<file path="src/rtl/result_writeback.sv">
`default_nettype none
// result_writeback: round-robin arbitration of functional-unit results into a
// single write stage that drives the register file and ROB, plus the preg ready scoreboard.
module result_writeback #(
  parameter int UNITS = 4,
  parameter int PREGS = 128,
  parameter int AW    = 7,
  parameter int ROBW  = 6
) (
  input  logic                           clk,
  input  logic                           reset,
  input  logic [UNITS-1:0]               result_valid,
  output logic [UNITS-1:0]               result_ready,
  input  logic [UNITS-1:0][AW+ROBW+32:0] result_data,
  input  logic                           alloc_valid,
  input  logic [AW-1:0]                  alloc_addr,
  output logic                           wr_en,
  output logic [AW-1:0]                  wr_addr,
  output logic [31:0]                    wr_data,
  output logic                           complete_valid,
  output logic [ROBW-1:0]                complete_rob_id,
  output logic [PREGS-1:0]               register_valid
);

  // Packet layout, MSB first: {has_dest, dest, value, rob_id}
  localparam int RW       = AW + ROBW + 33;
  localparam int PW       = (UNITS > 1) ? $clog2(UNITS) : 1;
  localparam int VAL_LSB  = ROBW;
  localparam int DEST_LSB = ROBW + 32;
  localparam int HD_BIT   = ROBW + 32 + AW;

  logic [PW-1:0]    ptr_q;
  logic [PW-1:0]    grant_idx;
  logic [PW-1:0]    cand;
  logic             grant_found;
  logic             transfer;
  logic [RW-1:0]    grant_pkt;
  logic [AW-1:0]    grant_dest;

  logic             wr_en_q;
  logic [AW-1:0]    wr_addr_q;
  logic [31:0]      wr_data_q;
  logic             complete_valid_q;
  logic [ROBW-1:0]  rob_id_q;
  logic [PREGS-1:0] sb_q;
  logic [PREGS-1:0] sb_next;

  // First valid unit at or after the pointer, wrapping modulo UNITS.
  always_comb begin
    grant_found = 1'b0;
    grant_idx   = '0;
    cand        = '0;
    for (int i = 0; i < UNITS; i++) begin
      cand = PW'((int'(ptr_q) + i) % UNITS);
      if (!grant_found && result_valid[cand]) begin
        grant_found = 1'b1;
        grant_idx   = cand;
      end
    end
  end

  assign transfer   = grant_found & ~reset;
  assign grant_pkt  = result_data[grant_idx];
  assign grant_dest = grant_pkt[DEST_LSB +: AW];

  always_comb begin
    result_ready = '0;
    if (transfer) begin
      result_ready[grant_idx] = 1'b1;
    end
  end

  always_ff @(posedge clk) begin
    if (reset) begin
      ptr_q <= '0;
    end else if (transfer) begin
      ptr_q <= (grant_idx == PW'(UNITS - 1)) ? '0 : grant_idx + PW'(1);
    end
  end

  always_ff @(posedge clk) begin
    if (reset) begin
      wr_en_q          <= 1'b0;
      wr_addr_q        <= '0;
      wr_data_q        <= '0;
      complete_valid_q <= 1'b0;
      rob_id_q         <= '0;
    end else begin
      wr_en_q          <= transfer & grant_pkt[HD_BIT] & (grant_dest != '0);
      complete_valid_q <= transfer;
      if (transfer) begin
        wr_addr_q <= grant_dest;
        wr_data_q <= grant_pkt[VAL_LSB +: 32];
        rob_id_q  <= grant_pkt[ROBW-1:0];
      end
    end
  end

  // Set lands on the same edge the register file latches the data; clear wins.
  always_comb begin
    sb_next = sb_q;
    if (wr_en_q) begin
      sb_next[wr_addr_q] = 1'b1;
    end
    if (alloc_valid) begin
      sb_next[alloc_addr] = 1'b0;
    end
    sb_next[0] = 1'b1;
  end

  always_ff @(posedge clk) begin
    if (reset) begin
      sb_q <= '1;
    end else begin
      sb_q <= sb_next;
    end
  end

  assign wr_en           = wr_en_q;
  assign wr_addr         = wr_addr_q;
  assign wr_data         = wr_data_q;
  assign complete_valid  = complete_valid_q;
  assign complete_rob_id = rob_id_q;
  assign register_valid  = sb_q;

endmodule
`default_nettype wire

</file>
<file path="config.mk">
export PLATFORM = sky130hd
export DESIGN_NAME = result_writeback
export DESIGN_NICKNAME = d
export VERILOG_FILES = /design/src/rtl/result_writeback.sv
export SDC_FILE = /design/constraint.sdc
export NUM_CORES = 1
export LEC_CHECK = 0
export ABC_CLOCK_PERIOD_IN_PS = 3200
export CORE_ASPECT_RATIO = 0.75
export CORE_MARGIN = 1
export CORE_UTILIZATION = 40
export DETAILED_ROUTE_END_ITERATION = 6
export MAX_ROUTING_LAYER = met4
export PLACE_DENSITY = 0.78
export SETUP_SLACK_MARGIN = 0.15
export SLEW_MARGIN = 20
export SYNTH_ARGS = -nofsm -noshare
export SYNTH_HDL_FRONTEND = slang
export SYNTH_SLANG_ARGS = --single-unit
</file>
<file path="constraint.sdc">
create_clock -name clk -period 3.2 [get_ports clk]
set_input_delay 0.48 -clock clk [delete_from_list [all_inputs] [get_ports clk]]
set_output_delay 0.48 -clock clk [all_outputs]
set_load 0.01 [all_outputs]
</file>
==> metrics.md <==
| Metric | Value |
|---|---|
| DR vias/cell | `5.51` |
| Seq cells post-synth | `176` |
| Most frequent cells in the layout | `372 x clkdlybuf4s50_1, 176 x dfxtp_1, 152 x nor2_1` |
| Total power | `0.00613 W` |
| Netlist cell types | `35` |
| Final Setup Violations | `0` |
| Core outline area | `19,700 um^2` |
| Final Max Slew Viols | `0` |
| Sw frac | `0.300` |
| Ant diodes | `0` |
| Routed via count | `8,745` |
| Status | `completed` |
| Sequential area share after synthesis | `0.429` |
| Number of routed nets with antenna violations | `0` |
| Most common cell after layout, fill and taps aside | `clkdlybuf4s50_1` |
| HP Class | `reg2reg` |
| Hold buffers post-CTS | `0` |
| Worst setup SP type | `primary input` |
| Fin util | `0.653` |
| Leak | `5.51 nW` |
| Initial antenna violation count | `0` |
| Fin Clk Skew | `0.0112 ns` |
| Fin. Hold Viols | `0` |
| CP Class | `in2out` |
| Syn Std Cell Area | `8200 um^2` |
| Unrepaired setup endpoints after global routing | `no` |
| Worst path slowest cell | `clkdlybuf4s50_1` |
| Die extent in y | `126 um` |
| Total grt overflow | `0` |
| Share of layout cells above drive strength 1 | `0.0570` |
| VDD IR max | `0.000357 V` |
| Port-buffer cells | `375` |
| Power share of the clock group | `0.358` |
| First drt pass iteration count | `5` |
| Synth Instances | `959` |
| Max Cap Violations | `0` |
| CP startpoint | `result_valid[2]` |
| CTS tree | `yes` |
| Routed len/inst | `20.8 um` |
| Family with the most delay on the worst path | `buffers and inverters` |
| GPL Wtd Cong | `0.860` |
| Total global-route track usage | `0.315` |
| Slew HR | `0.293` |
| Data arrival, critical path | `2.47 ns` |
| WP buf/inv | `4` |
| Highest clock rate | `0.339 GHz` |
| # fillers | `1,636` |
| Setup_tns | `0 ns` |
| Period utilization | `0.921` |
| Synth warn | `0` |
| Pre-CTS setup slack | `0.0858 ns` |
| Comb pwr share | `0.248` |
| Final min period | `2.95 ns` |
| Worst setup margin | `0.251 ns` |
| Worst-path fanout max | `4` |
| Clock slew at reported path FFs | `0.07 ns` |
| Clock buffer count from CTS | `17` |
| Met2 GRT Util | `0.462` |
| Crit-path cells | `clkdlybuf4s50_1 > inv_1 > o22ai_1 > a211oi_4 > inv_2 > ha_1 > and2_1 > clkdlybuf4s50_1` |
| FP Rows | `44` |
| Later-pin clock latency in the skew report | `0.43 ns` |
| Root Buffer | `clkbuf_16` |
| Critical Path End Type | `primary output` |
| Met1 Resource Use GR | `0.432` |
| GR peak layer | `met2` |
| # nets final | `1,523` |
| Die Wd | `167 um` |
| Worst stage delay on the critical path | `0.49 ns` |
| Pint | `0.00429 W` |
| Number of global-route vias before repair | `8,306` |
| CP Data Required Time | `2.72 ns` |
| HPWL after DPL | `23.6 mm` |
| Post-synth net total | `1,161` |
| Max Root-Sink Buffers | `2` |
| Actual slew at the worst max-slew pin | `1.05 ns` |
| Worst min-delay path startpoint | `wr_data[24]` |
| Clk sinks | `176` |
| Die area | `21,100 um^2` |
| First-pass GRT wire length | `49.5 mm` |
| Worst path most repeated cell | `clkdlybuf4s50_1` |
| Syn Area/Cell | `8.55 um^2` |
| Largest net degree at the start of global routing | `82` |
| Residual DRC | `0` |
| Seq pwr share | `0.394` |
| P_sw | `0.00184 W` |
| Power per cell area | `476 nW/um^2` |
| Reg2reg start | `ptr_q[1]` |
| DRT iter0 DRCs | `810` |
| Total Routed Length | `33.1 mm` |
| Area Overhead vs Synth | `56.9%` |
| M3 GR Usage | `0.0657` |
| IO Pins | `377` |
| CTS H-tree depth | `4` |
| Initial Util | `0.416` |
per-layer routing:
metal	up-vias	part of all wire
li1	4097	-
met1	4168	0.45
met2	426	0.45
met3	54	0.086
met4	0	0.021
met5	-	0
synth_stat cells:
| library cell | n | share of area |
|---|---|---|
| a2111oi_2 | 1 | 0.0018 |
| a211oi_1 | 1 | 0.00092 |
| a211oi_2 | 1 | 0.0015 |
| a21o_1 | 1 | 0.00092 |
| a21oi_1 | 133 | 0.081 |
| a21oi_2 | 1 | 0.0011 |
| a32o_1 | 37 | 0.045 |
| and2_1 | 4 | 0.0030 |
| buf_1 | 1 | 0.00046 |
| buf_12 | 2 | 0.0049 |
| buf_2 | 8 | 0.0049 |
| buf_4 | 3 | 0.0027 |
| buf_6 | 1 | 0.0014 |
| clkbuf_1 | 46 | 0.021 |
| conb_1 | 1 | 0.00046 |
| dfxtp_1 | 176 | 0.43 |
| ha_1 | 4 | 0.0061 |
| inv_1 | 4 | 0.0018 |
| inv_2 | 1 | 0.00046 |
| mux2_2 | 4 | 0.0055 |
| mux2i_1 | 94 | 0.11 |
| nand2_1 | 105 | 0.048 |
| nand2b_1 | 7 | 0.0053 |
| nand3_1 | 12 | 0.0073 |
| nand4_1 | 3 | 0.0023 |
| nor2_1 | 154 | 0.070 |
| nor2b_1 | 9 | 0.0069 |
| nor3_1 | 9 | 0.0055 |
| nor4_1 | 2 | 0.0015 |
| o21a_1 | 3 | 0.0027 |
| o21bai_1 | 127 | 0.12 |
| o22a_2 | 1 | 0.0012 |
| o22ai_1 | 1 | 0.00076 |
| o31ai_1 | 1 | 0.00092 |
| o41a_1 | 1 | 0.0014 |
state kept, by name, summed over array words and instances, names as in the netlist:
register	cells
ptr_q	2
wr_data	32
complete_valid	1
wr_addr	7
wr_en	1
register_valid	127
complete_rob_id	6
through the flow:
step,cell area (um^2),cells,hold slack (ns)
after floorplan,8200,959,0.476
after detailed placement,12200,1553,0.453
after global routing,12900,1587,0.478
after global placement,12200,1553,0.447
after CTS,12900,1587,0.470
final,12900,1587,0.467
worst register-to-register path, stage by stage (launching register included):
cell     delay (ns)
dfxtp_1        0.39
a21o_1         0.21
a21oi_2        0.14
o22a_4         0.24
buf_12         0.43
mux2i_1        0.31
mux2_2         0.19
nand4_1        0.11
o41a_1         0.31
final timing paths:
check,to,slack [ns],depth (start not counted)
worst max-delay path,result_ready[0],0.25,8
worst min-delay path,wr_data[24],0.47,1
worst max register to register,wr_en,0.77,8
worst min register to register,wr_data[24],0.47,1
logic make-up after synthesis:
group                      count (synthesis)  share of synthesized area
AOI/OAI and AO/OA                        309                      0.256
and+or+nand+nor                          305                      0.150
DFF                                      176                      0.429
muxes                                     98                      0.120
buffers and inverters                     66                     0.0377
adders and majority gates                  4                    0.00610
other                                      1                   0.000457
what timing repair did:
action / in CTS / in global routing
resized for setup: 0 / 2
hold endpoints to repair: 0 / 0
pin swaps: 1 / 1
endpoints found under the setup margin: 2 / 4
buffers inserted: 2 / 0
power by group through the flow:
stage / logic [W] / clock network, W / registers, W
final: 0.00152 / 0.00220 / 0.00241
after global routing: 0.00162 / 0.00230 / 0.00243
after CTS: 0.00151 / 0.00222 / 0.00241
after detailed placement: 0.00150 / 0 / 0.00246
after global placement: 0.00148 / 0 / 0.00246
after floorplan: 0.000765 / 0 / 0.00248
layout make-up:
cell class | count | area (um^2) | share of cell area
well taps | 253 | 317 | 0.0246
multi-input cells | 717 | 4410 | 0.343
repair buffers | 404 | 3990 | 0.310
clock inverters | 15 | 191 | 0.0149
flip-flops and latches | 176 | 3520 | 0.274
clock buffers | 17 | 425 | 0.0330
inverters | 5 | 18.8 | 0.00146
(Power assumes the default switching activity.)
